$ cat config.mk
export PLATFORM = sky130hd
export DESIGN_NAME = mem_bus_arbiter
export DESIGN_NICKNAME = d
export VERILOG_FILES = /design/src/rtl/mem_bus_arbiter.sv
export SDC_FILE = /design/constraint.sdc
export NUM_CORES = 1
export LEC_CHECK = 0
export ABC_AREA = 0
export CAP_MARGIN = 0
export CORE_AREA = 2 2 116 118
export DETAILED_ROUTE_END_ITERATION = 16
export DIE_AREA = 0 0 118 120
export HOLD_SLACK_MARGIN = 0.12
export MAX_ROUTING_LAYER = met4
export SLEW_MARGIN = 20
export SYNTH_ARGS = -nofsm -noshare
export SYNTH_HDL_FRONTEND = slang
export SYNTH_SLANG_ARGS = --single-unit
$ cat constraint.sdc
create_clock -name clk -period 4.6 [get_ports clk]
set_clock_uncertainty 0.1 [all_clocks]
set_input_delay 0.69 -clock clk [delete_from_list [all_inputs] [get_ports clk]]
set_output_delay 0.69 -clock clk [all_outputs]
set_load 0.01 [all_outputs]
$ cat src/rtl/mem_bus_arbiter.sv
// mem_bus_arbiter: two-master arbiter for one memory data-bus slave with a per-transaction grant and a watchdog abort.
module mem_bus_arbiter #(
  parameter int FIXED_PRIO = 0,
  parameter int TIMEOUT = 255,
  parameter int TIMEOUT_W = 8
) (
  input  logic        clk,
  input  logic        res,
  input  logic [31:0] m0_addr,
  input  logic [1:0]  m0_accessType,
  input  logic [31:0] m0_dataOut,
  output logic [31:0] m0_dataIn,
  output logic        m0_ready,
  output logic        m0_err,
  input  logic [31:0] m1_addr,
  input  logic [1:0]  m1_accessType,
  input  logic [31:0] m1_dataOut,
  output logic [31:0] m1_dataIn,
  output logic        m1_ready,
  output logic        m1_err,
  output logic [31:0] s_addr,
  output logic [1:0]  s_accessType,
  output logic [31:0] s_dataOut,
  input  logic [31:0] s_dataIn,
  input  logic        s_ready,
  output logic [1:0]  grant
);
  typedef enum logic [1:0] {IDLE = 2'b00, BUSY0 = 2'b01, BUSY1 = 2'b10} state_t;
  localparam logic [TIMEOUT_W-1:0] T_LAST = TIMEOUT_W'(TIMEOUT == 0 ? 0 : TIMEOUT - 1);
  state_t state, state_n;
  logic last_owner, last_owner_n;
  logic [TIMEOUT_W-1:0] count;
  logic r0, r1, b0, b1, req, tmo;
  assign r0 = m0_accessType != 2'b00;
  assign r1 = m1_accessType != 2'b00;
  assign b0 = state == BUSY0;
  assign b1 = state == BUSY1;
  assign req = (b0 && r0) || (b1 && r1);
  // a master that has already dropped its request is aborting, so it never sees err
  assign tmo = TIMEOUT != 0 && req && !s_ready && count == T_LAST;
  assign grant = state;
  assign s_addr = b0 ? m0_addr : b1 ? m1_addr : '0;
  assign s_accessType = b0 ? m0_accessType : b1 ? m1_accessType : 2'b00;
  assign s_dataOut = b0 ? m0_dataOut : b1 ? m1_dataOut : '0;
  assign m0_dataIn = s_dataIn;
  assign m1_dataIn = s_dataIn;
  assign m0_ready = b0 && s_ready;
  assign m1_ready = b1 && s_ready;
  assign m0_err = b0 && tmo;
  assign m1_err = b1 && tmo;
  always_comb begin
    state_n = state;
    last_owner_n = last_owner;
    if (state == IDLE)
      state_n = (r0 && (!r1 || FIXED_PRIO != 0 || last_owner)) ? BUSY0 : r1 ? BUSY1 : IDLE;
    else if (s_ready || !req || tmo) begin
      state_n = IDLE;
      last_owner_n = (s_ready || tmo) ? b1 : last_owner;
    end
  end
  always_ff @(posedge clk or posedge res) begin
    if (res) begin
      state <= IDLE;
      last_owner <= 1'b1;
      count <= '0;
    end else begin
      state <= state_n;
      last_owner <= last_owner_n;
      count <= (state == IDLE) ? '0 : (!s_ready && count != '1) ? count + 1'b1 : count;
    end
  end
endmodule

After elaboration in Yosys (flattened, before gate mapping)
Index checks and enable logic that the tools add are counted.
{ "word_totals": {"inputBits": 167, "reg_bits": 11, "output_inout_bits": 136} }
{ "op_classes": {"n_mux": 12, "n_bitwise": 1, "reduce_logical": 24, "n_addsub": 1, "n_eq_ne": 4} }
{ "ops": {"columns": ["op", "n"], "rows": [
  ["2-to-1 mux 32 bit", 4],
  ["2-to-1 mux 8 bit", 2],
  ["2-to-1 mux 2 bit", 6],
  ["logical AND 1 bit", 10],
  ["adder 8 x 1 -> 8 bit (second input constant)", 1],
  ["equality test 8 bit (second input constant)", 1],
  ["!= test 8 bit (second input constant)", 1],
  ["nonzero test 2 bit", 4],
  ["logical OR 1 bit", 5],
  ["zero test 1 bit", 3],
  ["AND reduction 3 bit", 1],
  ["equality test 2 x 1 -> 1 bit (second input constant)", 1],
  ["equality test 2 bit (second input constant)", 1],
  ["zero test 2 bit", 1],
  ["inverter 1 bit", 1]
]} }

Logic depth before layout (Yosys ltp)
{ "logic_depth": {"word_depth": 8, "depth_mapped": 6} }

Worst setup path before layout
No wires, ideal clock.
{ "synth_timing": {"path_kind": "reg-to-output", "startpoint": "reg state[1], in the netlist grant[1]", "endpoint": "out m1_err", "setup_slack_ps": 2272, "path_stages_with_launch": 6, "arrival_ps": 1538, "n_path_buf": 3, "required_ps": 3810, "path_cell_list": "dfrtp_1 -> clkbuf_1 -> nor2b_1 -> clkbuf_1 -> buf_2 -> nor4b_1"} }
{ "synth_via": {"elab_chain_len": 6, "word_cells_on_any_way": 8, "cone_classes": "2 x eq/ne; 6 x reduce/logical"} }
{ "synth_rtl": {"columns": ["element", "line_no", "rtl"], "rows": [
  ["start: declaration", "30", "state_t state, state_n;"],
  ["start signal: assignment", "67", "state <= state_n;"],
  ["equality test 2 x 1 -> 1 bit / equality test 2 bit (equally long branches)", "36, 37", null],
  ["logical AND 1 bit", "38", "assign req = (b0 && r0) || (b1 && r1);"],
  ["logical OR 1 bit", "38", null],
  ["logical AND 1 bit (2 in series)", "40", "assign tmo = TIMEOUT != 0 && req && !s_ready && count == T_LAST;"],
  ["logical AND 1 bit (*)", "50", "assign m1_err = b1 && tmo;"],
  ["end: declaration", "20", "output logic m1_err,"]
]} }
Mark *: on every way between the ends. The rest lies on a longest branch, timed or not.

Worst setup path after layout
{ "layout_timing": {"startpoint": "reg state[0], in the netlist grant[0]", "endpoint": "out s_addr[30]"} }
{ "layout_via": {"elab_chain_len": 3, "word_cells_on_any_way": 4, "cone_classes": "2 x eq/ne; 2 x mux"} }
{ "layout_rtl": {"columns": ["element", "line_no", "rtl"], "rows": [
  ["equality test 2 bit", "37", "assign b1 = state == BUSY1;"],
  ["2-to-1 mux 32 bit", "42", "assign s_addr = b0 ? m0_addr : b1 ? m1_addr : '0;"],
  ["2-to-1 mux 32 bit (*)", "42", null],
  ["end: declaration", "21", "output logic [31:0] s_addr,"]
]} }
Marked as above.

==> run summary <==
PortBufs: 206
Reg clk slew, reported paths: 0.04 ns
RSZ-0062 raised after global routing: no
Clock sink count: 11
Synth warnings: 0
Int Power: 0.00104 W
Full die area: 0.0142 sq mm
Final ANT Viol Nets: 0
Most frequent cells in the layout: 206 x clkdlybuf4s50_1, 66 x a22o_1, 10 x dfrtp_1
Final hold violation count: 0
Leak: 1.35 nW
Pre-CTS setup slack: 1.32 ns
Synth Instances: 219
Fin util: 0.279
Synth-to-Final Area Change: 103%
Post-Syn Nets: 388
Hold buffers post-CTS: 0
Drt first pass iters: 4
Drt drc: 0
Post-CTS Resized: 0
Max VDD drop: 174 uV
Psw: 0.000670 W
Total GRT Usage: 0.122
Fmax: 288 MHz
Setup slack, reg-to-reg: 2.84 ns
CTS H-tree depth: 1
Worst skew pair latency: 0.23 ns
Comb power frac: 0.811
Filler cells: 1,388
HP Class: flop to flop
Largest net degree at the start of global routing: 48
Routed WL: 8980 um
PnR worst setup slack: 1.12 ns
Post-CTS setup buffer count: 0
Share of cells above drive strength 1: 0.0372
Die Wd: 118 um
Vias in the first global route: 2,390
Vias: 2,250
Critical Path AT: 2.69 ns
CTS tree: yes
Worst-path maximum fanout: 32
Switch share: 0.392
Post-DP HPWL: 7590 um
Core area: 0.0130 sq mm
Nets: 519
Rows: 42
Slew headroom: 0.481
Diodes inserted: 0
Max_cap viols: 0
Vias per cell: 4.29
Flops & latches, synth: 11
Power Density: 471 mW/mm^2
Syn Area/Cell: 8.16 sq um
Register area share after synthesis: 0.155
Iteration-0 DRC Markers: 73
Initial Utilization: 0.138
CP Capture Type: primary output
Mapped cell area: 0.00179 sq mm
Tmin final: 3.48 ns
Clock share of power: 0.092
Commonest non-fill, non-tap cell in the layout: clkdlybuf4s50_1
Die H: 120 um
Final setup vio count: 0
Global-route wire length before repair: 13,200 um
Root Buffer Master: clkbuf_16
Worst-Margin Slew: 0.777 ns
Post-synth cell types: 35
TritonCTS Buffers: 3
Outcome: completed
Period utilisation layout: 0.756
Max Slew Vio Count: 0
RePlAce Congestion: 0.826
Grt ovf: 0
Initial antenna violation count: 0
Final TNS setup: 0 ns
Clock Tree Buf Depth: 2
DR WL/cell: 17.1 um
Startpoint types: flop
I/O pins: 303
Sequential share of power: 0.097
Worst Path Required: 3.81 ns
Critical Setup Path Class: flop to primary output
==> kinds of logic (layout without fill, tap and decap cells) <==
logic type,Yosys count,count (layout),share of synthesized area
buffers and inverters,86,216,0.320
AO/OA/AOI/OAI,88,88,0.409
flip-flops,11,11,0.155
XOR/XNOR,1,1,0.00490
AND/OR/NAND/NOR,31,31,0.0980
adder cells (fa/ha/maj),2,2,0.0140
==> cells in the mapped netlist (all sizes together) <==
library cell,number,share of area
buf,72,0.29
a22o,66,0.32
clkbuf,11,0.023
dfrtp,10,0.14
nor2,9,0.019
a21oi,4,0.011
and2,4,0.015
nand3,4,0.011
a31oi,3,0.010
inv,3,0.0063
nand2,3,0.0063
a211oi,2,0.0084
ha,2,0.014
nor2b,2,0.0070
nor4b,2,0.0098
o21a,2,0.0084
o21ai,2,0.0056
o22ai,2,0.0070
o31ai,2,0.0084
or4,2,0.0084
a2111oi,1,0.0049
a41o,1,0.0056
a41oi,1,0.0049
and3,1,0.0063
dfstp,1,0.015
nand4,1,0.0035
nor4,1,0.0035
o22a,1,0.0049
o311a,1,0.0056
or2,1,0.0035
or3,1,0.0042
xnor2,1,0.0049
==> metrics by stage <==
step                hold slack [ns]  cell area (sq um)  power [W]  cells
floorplan                     0.399               1790   0.000842    219
global placement              0.453               3550    0.00155    521
finish                        0.466               3630    0.00171    525
detailed placement            0.454               3550    0.00156    521
CTS                           0.461               3630    0.00173    525
global route                  0.489               3630    0.00181    525
==> area by class of cell <==
| class | count | area (sq um) | area share |
|---|---|---|---|
| Multi-Input combinational cell | 122 | 955 | 0.263 |
| Clock buffer | 4 | 78.8 | 0.0217 |
| Tap cell | 176 | 220 | 0.0607 |
| Inverter | 3 | 11.3 | 0.00311 |
| Sequential cell | 11 | 277 | 0.0763 |
| Timing Repair Buffer | 209 | 2080 | 0.575 |
==> flip-flops by register name, summed over array words and instances (netlist names) <==
name        count
count           8
grant           2
last_owner      1
==> critical path: stages (launching register included) <==
cell             delay, ns
dfrtp_1               0.54
inv_1                 0.16
nor2_4                0.64
buf_4                 0.35
a22o_1                0.21
clkdlybuf4s50_1       0.54
==> power by group through the flow <==
| stage | registers (W) | logic (W) | clock network (W) |
|---|---|---|---|
| 5_1_grt | 0.000173 | 0.00147 | 0.000167 |
| 4_1_cts | 0.000165 | 0.00141 | 0.000159 |
| 6_report | 0.000166 | 0.00138 | 0.000157 |
| 3_3_place_gp | 0.000163 | 0.00139 | 0 |
| 2_1_floorplan | 0.000145 | 0.000697 | 0 |
| 3_5_place_dp | 0.000166 | 0.00139 | 0 |
==> routing by layer <==
| layer | global-route usage | up-vias | part of all wire |
|---|---|---|---|
| li1 | - | 1027 | - |
| met5 | - | - | 0 |
| met3 | 0.0299 | 34 | 0.088 |
| met4 | 0.0678 | 0 | 0.050 |
| met2 | 0.228 | 175 | 0.52 |
| met1 | 0.115 | 1014 | 0.34 |
==> path summary, 6_finish.rpt <==
check | startpoint | endpoint | depth (start not counted)
max in group asynchronous | res | last_owner | 2
min in group asynchronous | res | count[4] | 2
worst min-delay path | count[4] | count[4] | 1
worst max register to register | count[2] | count[5] | 4
worst min register to register | count[4] | count[4] | 1
worst max-delay path | grant[0] | s_addr[30] | 5
Note: power is estimated with default switching activity, not from simulation.
==> RTL change, RTL diff (config.mk and constraints unchanged) <==
`TIMEOUT_W`: 8 -> 6.
--- a/src/rtl/mem_bus_arbiter.sv
+++ b/src/rtl/mem_bus_arbiter.sv
@@ -4,3 +4,3 @@
   parameter int TIMEOUT = 255,
-  parameter int TIMEOUT_W = 8
+  parameter int TIMEOUT_W = 6
 ) (
Formal check against the unedited RTL: same outputs for any inputs over 10 cycles, from zero or initial values; that may be too few to reach the edited logic, so the function may still have changed.
==> RTL change against the original RTL <==
Critical endpoint is now s_addr[23]. Total power is 4.0% lower. Final area is 0.72% lower. Final cell count is 1.7% lower. Area after synthesis is 1.5% higher. Worst hold slack worse by 0.0076 ns. Largest cell class unchanged. Global-route usage is 1.8 points lower. Routed wire length is 13% lower. Synthesized cell count is 3.7% lower. Worst setup slack better by 0.091 ns. Sequential cell count is 2 lower.
==> RTL change: results (changes against the original RTL) <==
largest stage delay on the critical path=0.69 ns (was 0.64 ns); dpl ws=1.44 ns (was 1.32 ns); DR WL/cell=15.2 um (was 17.1 um); Synth Area in XOR/XNOR=0 (was 0.00490); met2 Resource Use GR=0.175 (was 0.228); post-synthesis sequential area ratio=0.125 (was 0.155); clock sink count=9 (was 11); Worst VDD drop=0.122 mV (was 0.174 mV); gpl congestion=0.757 (was 0.826); mux cell area share after synthesis=0.00552 (was 0); grt met3 use=0.0352 (was 0.0299); slew margin rel.=0.537 (was 0.481); first-pass GRT wire length=11.8 mm (was 13.2 mm); fraction of layout cells with a size suffix above 1=0.0441 (was 0.0372); Synth Area per Inst=8.60 um2 (was 8.16 um2); run status=complete, no violations (unchanged); DP HPWL=6.56 mm (was 7.59 mm); Met1 Wirelength=3.14 mm (was 3.08 mm); reg2reg setup slack=2.68 ns (was 2.84 ns); FF+latch area=226 um2 (was 277 um2); Switching Share=0.386 (was 0.392); Data arrival, critical path=2.60 ns (was 2.69 ns); clock network area share=0.0219 (was 0.0217); NumNets Final=510 (was 519); Filler cells=1376 (was 1388); fraction of area in multi-input gates=0.266 (was 0.263); maximum fanout along the worst path=43 (was 32); Hold WS=0.458 ns (was 0.466 ns); vias=2103 (was 2250); largest net degree at the start of global routing=44 (was 48); Met3 Wirelength=712 um (was 786 um); slowest cell on the critical path=nor2b_4 (was nor2_4); vias in the first global route=2225 (was 2390)
[RTL change: cell types whose count changed in the layout (fill, tap and decap cells not counted), moves of 2 or more]
| cell | unedited run | this run |
|---|---|---|
| inv_1 | 3 | 5 |
| nor4b_1 | 2 | 0 |
| nor4b_2 | 0 | 2 |
| nand4b_1 | 0 | 2 |
| nor2_1 | 8 | 4 |
| dfrtp_1 | 10 | 8 |
| o21ai_0 | 2 | 5 |
| nand3_1 | 4 | 0 |
| a211oi_1 | 2 | 0 |
| or4_1 | 2 | 0 |
| o31ai_1 | 2 | 0 |
| a311oi_1 | 0 | 2 |
| o21ai_1 | 0 | 2 |
[RTL change: kinds of logic after synthesis]
| group | after synthesis |
|---|---|
| AND/OR/NAND/NOR | 21 |
| multiplexers | 1 |
| flip-flops | 9 |
| adder cells (fa/ha/maj) | 2 |
| AO/OA/AOI/OAI | 89 |
| buffers and inverters | 89 |
